File: config.mk
export PLATFORM = sky130hd
export DESIGN_NAME = clb_ctrl_route
export DESIGN_NICKNAME = d
export VERILOG_FILES = /design/src/rtl/clb_ctrl_route_pkg.sv /design/src/rtl/clb_ctrl_route_mux3.sv /design/src/rtl/clb_ctrl_route.sv
export SDC_FILE = /design/constraint.sdc
export NUM_CORES = 1
export LEC_CHECK = 0
export BUFFER_PORTS_ARGS = -buffer_cell sky130_fd_sc_hd__buf_2
export CORE_AREA = 5 5 42 44
export DETAILED_ROUTE_END_ITERATION = 8
export DIE_AREA = 0 0 47 49
export SYNTH_ARGS = -nofsm -noshare
export SYNTH_HDL_FRONTEND = slang
export SYNTH_SLANG_ARGS = --single-unit
File: constraint.sdc
create_clock -name clk -period 3.5 [get_ports clk]
set_input_delay 0.525 -clock clk [delete_from_list [all_inputs] [get_ports clk]]
set_output_delay 0.525 -clock clk [all_outputs]
set_load 0.02 [all_outputs]
File: src/rtl/clb_ctrl_route_pkg.sv
// Shared select encodings, config field layout and helpers for the CLB control router.
package clb_ctrl_route_pkg;

    localparam int CFG_W = 6;

    localparam logic [1:0] CLKIN_K      = 2'd0;
    localparam logic [1:0] CLKIN_C      = 2'd1;
    localparam logic [1:0] CLKIN_G      = 2'd2;

    localparam logic [1:0] CLKPOL_POS   = 2'd0;
    localparam logic [1:0] CLKPOL_NEG   = 2'd1;
    localparam logic [1:0] CLKPOL_NONE  = 2'd2;

    localparam logic [1:0] RIN_D        = 2'd0;
    localparam logic [1:0] RIN_G        = 2'd1;
    localparam logic [1:0] RIN_NONE     = 2'd2;

    localparam logic [1:0] SEL_RESERVED = 2'd3;

    localparam int CFG_CLKIN_LSB  = 0;
    localparam int CFG_CLKPOL_LSB = 2;
    localparam int CFG_RIN_LSB    = 4;

    // Field order matches the cfg_wdata bit layout, MSB first.
    typedef struct packed {
        logic [1:0] rin;
        logic [1:0] clkpol;
        logic [1:0] clkin;
    } cfg_t;

    function automatic logic cfg_has_reserved(input cfg_t c);
        return (c.clkin == SEL_RESERVED) || (c.clkpol == SEL_RESERVED) ||
               (c.rin == SEL_RESERVED);
    endfunction

endpackage

File: src/rtl/clb_ctrl_route_mux3.sv
// Three-input select with the reserved code folding back onto input 0.
module clb_ctrl_route_mux3
    import clb_ctrl_route_pkg::*;
(
    input  logic [1:0] sel,
    input  logic       in0,
    input  logic       in1,
    input  logic       in2,
    output logic       out
);

    // Select one of three inputs; the reserved code behaves as code 0.
    always_comb begin
        case (sel)
            2'd0:    out = in0;
            2'd1:    out = in1;
            2'd2:    out = in2;
            default: out = in0;
        endcase
    end

endmodule

File: src/rtl/clb_ctrl_route.sv
// CLB storage-element control router: clock source, clock polarity and reset source muxes.
// Optional macro CLB_CTRL_ROUTE_READBACK_EN adds the cfg_rdata readback port.
module clb_ctrl_route
    import clb_ctrl_route_pkg::*;
#(
    parameter logic [1:0] CLKIN_RST  = 2'd0,
    parameter logic [1:0] CLKPOL_RST = 2'd0,
    parameter logic [1:0] RIN_RST    = 2'd0
) (
    input  logic             clk,
    input  logic             rst_n,
    input  logic             cfg_we,
    input  logic [CFG_W-1:0] cfg_wdata,
    input  logic             K,
    input  logic             C,
    input  logic             D,
    input  logic             G,
    output logic             clk_sig,
    output logic             clk_in,
    output logic             r_in,
    output logic             cfg_err
`ifdef CLB_CTRL_ROUTE_READBACK_EN
    ,
    output logic [CFG_W-1:0] cfg_rdata
`endif
);

    localparam cfg_t CFG_RST = '{rin: RIN_RST, clkpol: CLKPOL_RST, clkin: CLKIN_RST};

    cfg_t cfg_d;
    cfg_t cfg_q;
    logic err_d;
    logic err_q;
    logic clk_sig_n_s;

    // Next-state for the select register and the sticky reserved-code flag.
    always_comb begin
        cfg_d = cfg_q;
        err_d = err_q;
        if (cfg_we) begin
            cfg_d = cfg_t'(cfg_wdata);
            err_d = err_q | cfg_has_reserved(cfg_t'(cfg_wdata));
        end else begin
            cfg_d = cfg_q;
            err_d = err_q;
        end
    end

    // Config register with asynchronous reset to the parameterised defaults.
    always_ff @(posedge clk or negedge rst_n) begin
        if (!rst_n) begin
            cfg_q <= CFG_RST;
            err_q <= 1'b0;
        end else begin
            cfg_q <= cfg_d;
            err_q <= err_d;
        end
    end

    assign cfg_err     = err_q;
    assign clk_sig_n_s = ~clk_sig;

`ifdef CLB_CTRL_ROUTE_READBACK_EN
    assign cfg_rdata = cfg_q;
`endif

    clb_ctrl_route_mux3 u_clkin_mux (
        .sel (cfg_q.clkin),
        .in0 (K),
        .in1 (C),
        .in2 (G),
        .out (clk_sig)
    );

    clb_ctrl_route_mux3 u_clkpol_mux (
        .sel (cfg_q.clkpol),
        .in0 (clk_sig),
        .in1 (clk_sig_n_s),
        .in2 (1'b0),
        .out (clk_in)
    );

    clb_ctrl_route_mux3 u_rin_mux (
        .sel (cfg_q.rin),
        .in0 (D),
        .in1 (G),
        .in2 (1'b0),
        .out (r_in)
    );

endmodule

==> results.yml, run 1 <==
outcome:
  outcome: "completed"
cells_and_area:
  syn_to_final_growth_pct: 31.7
  drive_gt1_share_pct: 42.9
  nets: 74
  final_cell_mix: "buf_2 (16), nand2_1 (7), dfrtp_1 (7)"
  final_common_cell: "buf_2"
  diodes: 0
worst_setup_path:
  r2r_cells: 1
  regToRegSetupSlack_ps: 2750
  required_ps: 2970
  worstReg2RegStart: "cfg_q[2]"
  start_kind: "flip-flop"
  cp.arrival_ps: 1610
  endpoint: "clk_in"
  startpoint: "cfg_q[0]"
  critPathMaxFanout: 2
  path_class: "reg2out"
  rr_endpoint: "cfg_q[2]"
  cp_slowest_cell: "dfrtp_1"
  critical-path-max-stage-delay_ps: 350
  worst_setup_path_end_kind: "output pin"
  crit_chain: "inv_1, ha_1, o21ai_2, mux2_4, buf_2"
floorplan:
  initial_core_util_pct: 27.3
  die_h_microns: 49
  die-area_sq_mm: 0.00230
  io_pins: 17
  rows: 14
  coreArea_sq_mm: 0.00140
  die_x_microns: 47
global_routing:
  grt_overflow: 0
  antenna_found_initial: 0
  grtUsageMet2_pct: 9.95
  grt_use_met1_pct: 9.87
  grt_pass1_wl_microns: 1240
  grt_max_degree: 12
  busiest_layer: "met2"
  track_usage_pct: 7.51
  grt_pass1_vias: 321
  gr-usage-met3_pct: 2.21
sta:
  clock_skew_ps: 0
  drv_slew: 0
  setup-tns-final_ps: 0
  worst_pin_slew_ps: 282
  min_period_over_period_pct: 61.0
  hold_violations: 0
  finalSetupViolCount: 0
  post-route-min-period_ps: 2130
  slew_headroom_pct: 81.2
  max_freq_mhz: 469
  rsz0062_at_grt: "false"
power_and_ir_drop:
  internal_power_uw: 156
  p_sw_uw: 61.9
  ir_drop_mv: 0.194
  pwr-share-clk_pct: 33.5
  p_leak_nw: 0.263
  power_uw: 218
  comb_power_share_pct: 25.0
  pwr_density_cell_mw_per_mm2: 432
  swShare_pct: 28.4
  seqPwrFrac_pct: 41.5
placed_design:
  io_buffers: 16
  dp_hpwl_microns: 625
  place.gp.congestion: 0.668
synth:
  synth-seq-area-share_pct: 45.8
  netlist.area_leader.share_pct: 45.8
  syn_area_per_cell_sq_um: 10.3
  synth_area_sq_um: 383
  ys_ff_latch: 7
  syn-num-nets: 54
  ys_types: 13
  synth_area_leaders: "dfrtp_1 (46%), ha_1 (13%), nand2_1 (6.9%)"
  synth_warnings: 0
  netlist_instances: 37
  yosys.area.top_type: "dfrtp_1"
clock_network:
  h-tree-depth: 1
  clk_latency_ps: 240
  cts.sinks: 7
  ctsRootBufferMaster: "clkbuf_4"
  cts_tree: "built"
  cts_inserted_buffers: 3
  cts.repair.resized: 0
  post_cts_buffers: 0
  cts.clk_slew.worst_paths_ps: 50
  hold_buffers: 0
  clk_path_buf_depth: 2
detailed_routing:
  ant_nets: 0
  drt-total-wl_microns: 731
  first_iter_violations: 10
  drtPass1Iterations: 4
  vias: 321
  wl_per_cell_microns: 10.2
  vias_per_cell: 4.46
  route.detailed.drc: 0
min_path:
  hold_class: "in2async"
flow_run:
  maxCapViolations: 0
synthesized netlist by cell type:
master / count
o21bai_1: 1
o21ai_0: 5
ha_1: 4
a222oi_1: 1
nand2_1: 7
inv_1: 5
mux2_2: 2
buf_2: 1
mux2_4: 1
dfrtp_1: 7
o21ai_2: 1
nor2b_1: 1
a22oi_2: 1
worst max-delay path: cells and delay by family (launching register included):
kind	cells	cell delay [ps]
AO/OA/AOI/OAI	1	180
adder cells (fa/ha/maj)	1	310
buffers and inverters	2	220
flip-flops	1	350
multiplexers	1	300
area by class of cell:
class,instances,area [sq um]
inverters,5,18.8
well taps,16,20.0
multi-input cells,24,184
repair buffers,16,80.1
flip-flops and latches,7,175
fillers,156,897
clock buffers,4,26.3
cells by family (layout without fill, tap and decap cells):
logic type      count (synthesis)  count (layout)  synth area share (%)
flops                           7               7                  45.8
buf+inv                         6              25                  6.21
mux                             3               3                  9.80
compound gates                  9               9                  16.7
simple gates                    8               8                  8.50
fa+ha+maj                       4               4                  13.1
worst min path at each step:
stage | startpoint | to | depth (start not counted)
after floorplan | rst_n | cfg_err | 0
after global placement | rst_n | cfg_err | 1
after detailed placement | rst_n | cfg_q[4] | 1
after CTS | rst_n | cfg_q[4] | 1
after global routing | rst_n | cfg_q[4] | 1
final | rst_n | cfg_q[0] | 1
routing by layer:
| metal | wire, microns | share of wire [%] |
|---|---|---|
| met4 | 0 | 0 |
| met5 | 0 | 0 |
| met3 | 73 | 10 |
| met1 | 340 | 47 |
| met2 | 317 | 43 |
per-stage QoR:
step / hold WS [ps] / cells / worst slack, ps / util, % / instance area (sq um)
final: 102 / 72 / 1370 / 36.0 / 504
after global routing: 90.6 / 72 / 1250 / 36.0 / 504
after CTS: 93.2 / 72 / 1340 / 36.0 / 504
after detailed placement: 367 / 68 / 1620 / 34.1 / 478
after global placement: 365 / 68 / 1620 / 34.1 / 478
after floorplan: 229 / 37 / 1630 / - / 383
flip-flops by register name (all words and copies together), names as in the netlist:
| register | cells |
|---|---|
| cfg_err | 1 |
| cfg_q | 6 |
power groups by stage:
stage                     clock, mW  sequential, mW  combinational (mW)
after global placement            0          0.0916              0.0545
final                        0.0730          0.0904              0.0544
after floorplan                   0          0.0911              0.0367
after CTS                    0.0767          0.0905              0.0555
after detailed placement          0          0.0919              0.0552
after global routing         0.0822          0.0912              0.0619
(Power assumes the default switching activity.)
==> run 2: changes to the inputs <==
==> constraint.sdc (replaced) <==
create_clock -name clk -period 2.2 [get_ports clk]
set_input_delay 0.33 -clock clk [delete_from_list [all_inputs] [get_ports clk]]
set_output_delay 0.33 -clock clk [all_outputs]
set_load 0.02 [all_outputs]
==> results.yml, run 2 (synthesized netlist as in run 1, its figures left out) <==
cells_and_area:
  fill_cells: 150
  diodes: 0
  nets: 75
  drive_gt1_share_pct: 42.1
  final_cell_mix: "buf_2 (16), nand2_1 (7), dfrtp_1 (7)"
  largest_reg_flops: 6
  syn_to_final_growth_pct: 34.3
  top_register: "cfg_q"
  final_common_cell: "buf_2"
global_routing:
  grt_overflow: 0
  antenna_found_initial: 0
  grt_max_degree: 12
  grt_pass1_wl_microns: 1220
  track_usage_pct: 7.24
  grt_pass1_vias: 319
clock_network:
  hold_buffers: 1
  clk_latency_ps: 250
  h-tree-depth: 1
  cts_tree: "built"
  clk_path_buf_depth: 2
  cts.repair.resized: 0
  cts.clk_slew.worst_paths_ps: 50
  post_cts_buffers: 0
  ctsRootBufferMaster: "clkbuf_4"
  cts_inserted_buffers: 3
  cts.sinks: 7
worst_setup_path:
  path_class: "reg2out"
  regToRegSetupSlack_ps: 1450
  critPathMaxFanout: 2
  cp.arrival_ps: 1600
  r2r_cells: 1
  worstReg2RegStart: "cfg_q[4]"
  startpoint: "cfg_q[0]"
  worst_setup_path_end_kind: "output pin"
  rr_endpoint: "cfg_q[4]"
  required_ps: 1870
  endpoint: "clk_in"
  start_kind: "flip-flop"
sta:
  post-route-min-period_ps: 1930
  slew_headroom_pct: 82.1
  layout_setup_ws_ps: 267
  min_period_over_period_pct: 87.9
  worst_pin_slew_ps: 269
  clock_skew_ps: 0
  hold_violations: 0
  finalSetupViolCount: 0
  rsz0062_at_grt: "false"
  max_freq_mhz: 517
  drv_slew: 0
  setup-tns-final_ps: 0
detailed_routing:
  wl_per_cell_microns: 10.0
  ant_nets: 0
  drt-total-wl_microns: 731
  first_iter_violations: 6
  route.detailed.drc: 0
  drtPass1Iterations: 4
  vias_per_cell: 4.29
  vias: 313
floorplan:
  die-area_sq_mm: 0.00230
  io_pins: 17
  die_x_microns: 47
  rows: 14
  die_h_microns: 49
  coreArea_sq_mm: 0.00140
  initial_core_util_pct: 27.3
min_path:
  hold_class: "in2reg"
  min_delay_path_depth: 3
power_and_ir_drop:
  p_leak_nw: 0.267
  ir_drop_mv: 0.302
  pwr_density_cell_mw_per_mm2: 679
placed_design:
  place.gp.congestion: 0.733
  io_buffers: 16
  pre_cts_ws_ps: 527
  dp_hpwl_microns: 589
outcome:
  outcome: "completed"
flow_run:
  maxCapViolations: 0
run 2: worst max-delay path, stage by stage, from the launching register on:
cell and delay [ps]:
dfrtp_1 340, inv_1 60, ha_1 320, o21ai_2 180
mux2_4 300, buf_2 160
run 2: layout make-up:
type                       count  area, sq um  area share, %
inverter                       5         18.8           3.65
tap                           16         20.0           3.89
multi-input combinational     24          184           35.8
sequential                     7          175           34.1
timing repair buffer          17         90.1           17.5
clock buffer                   4         26.3           5.11
run 2: metrics by stage:
stage	utilization (%)	instance area (sq um)	power [mW]	hold WS (ps)	cells
after floorplan	-	383	0.203	34.4	37
after global placement	34.1	478	0.233	171	68
after detailed placement	34.1	478	0.234	168	68
after CTS	36.7	514	0.356	290	73
after global routing	36.7	514	0.371	308	73
final	36.7	514	0.349	301	73
run 2: power breakdown:
part / total [mW] / internal [mW] / switching [mW]
Clock: 0.118 / 0.0693 / 0.0486
Sequential: 0.143 / 0.139 / 0.00418
Combinational: 0.0882 / 0.0412 / 0.0470
run 2: how the worst min path moves through the flow:
stage                       from       end  slack (ps)
global placement           rst_n   cfg_err         170
detailed placement         rst_n   cfg_err         170
floorplan                  rst_n   cfg_err          30
finish              cfg_wdata[1]  cfg_q[1]         300
global route        cfg_wdata[3]  cfg_q[3]         310
CTS                 cfg_wdata[1]  cfg_q[1]         290
run 2: metal layers:
layer / routed length [microns] / up-vias / global-route usage (%)
li1: - / 165 / -
met1: 315 / 134 / 9.46
met2: 339 / 14 / 9.95
met3: 75 / 0 / 2.58
met4: 0 / 0 / 4.15
met5: 0 / - / 0
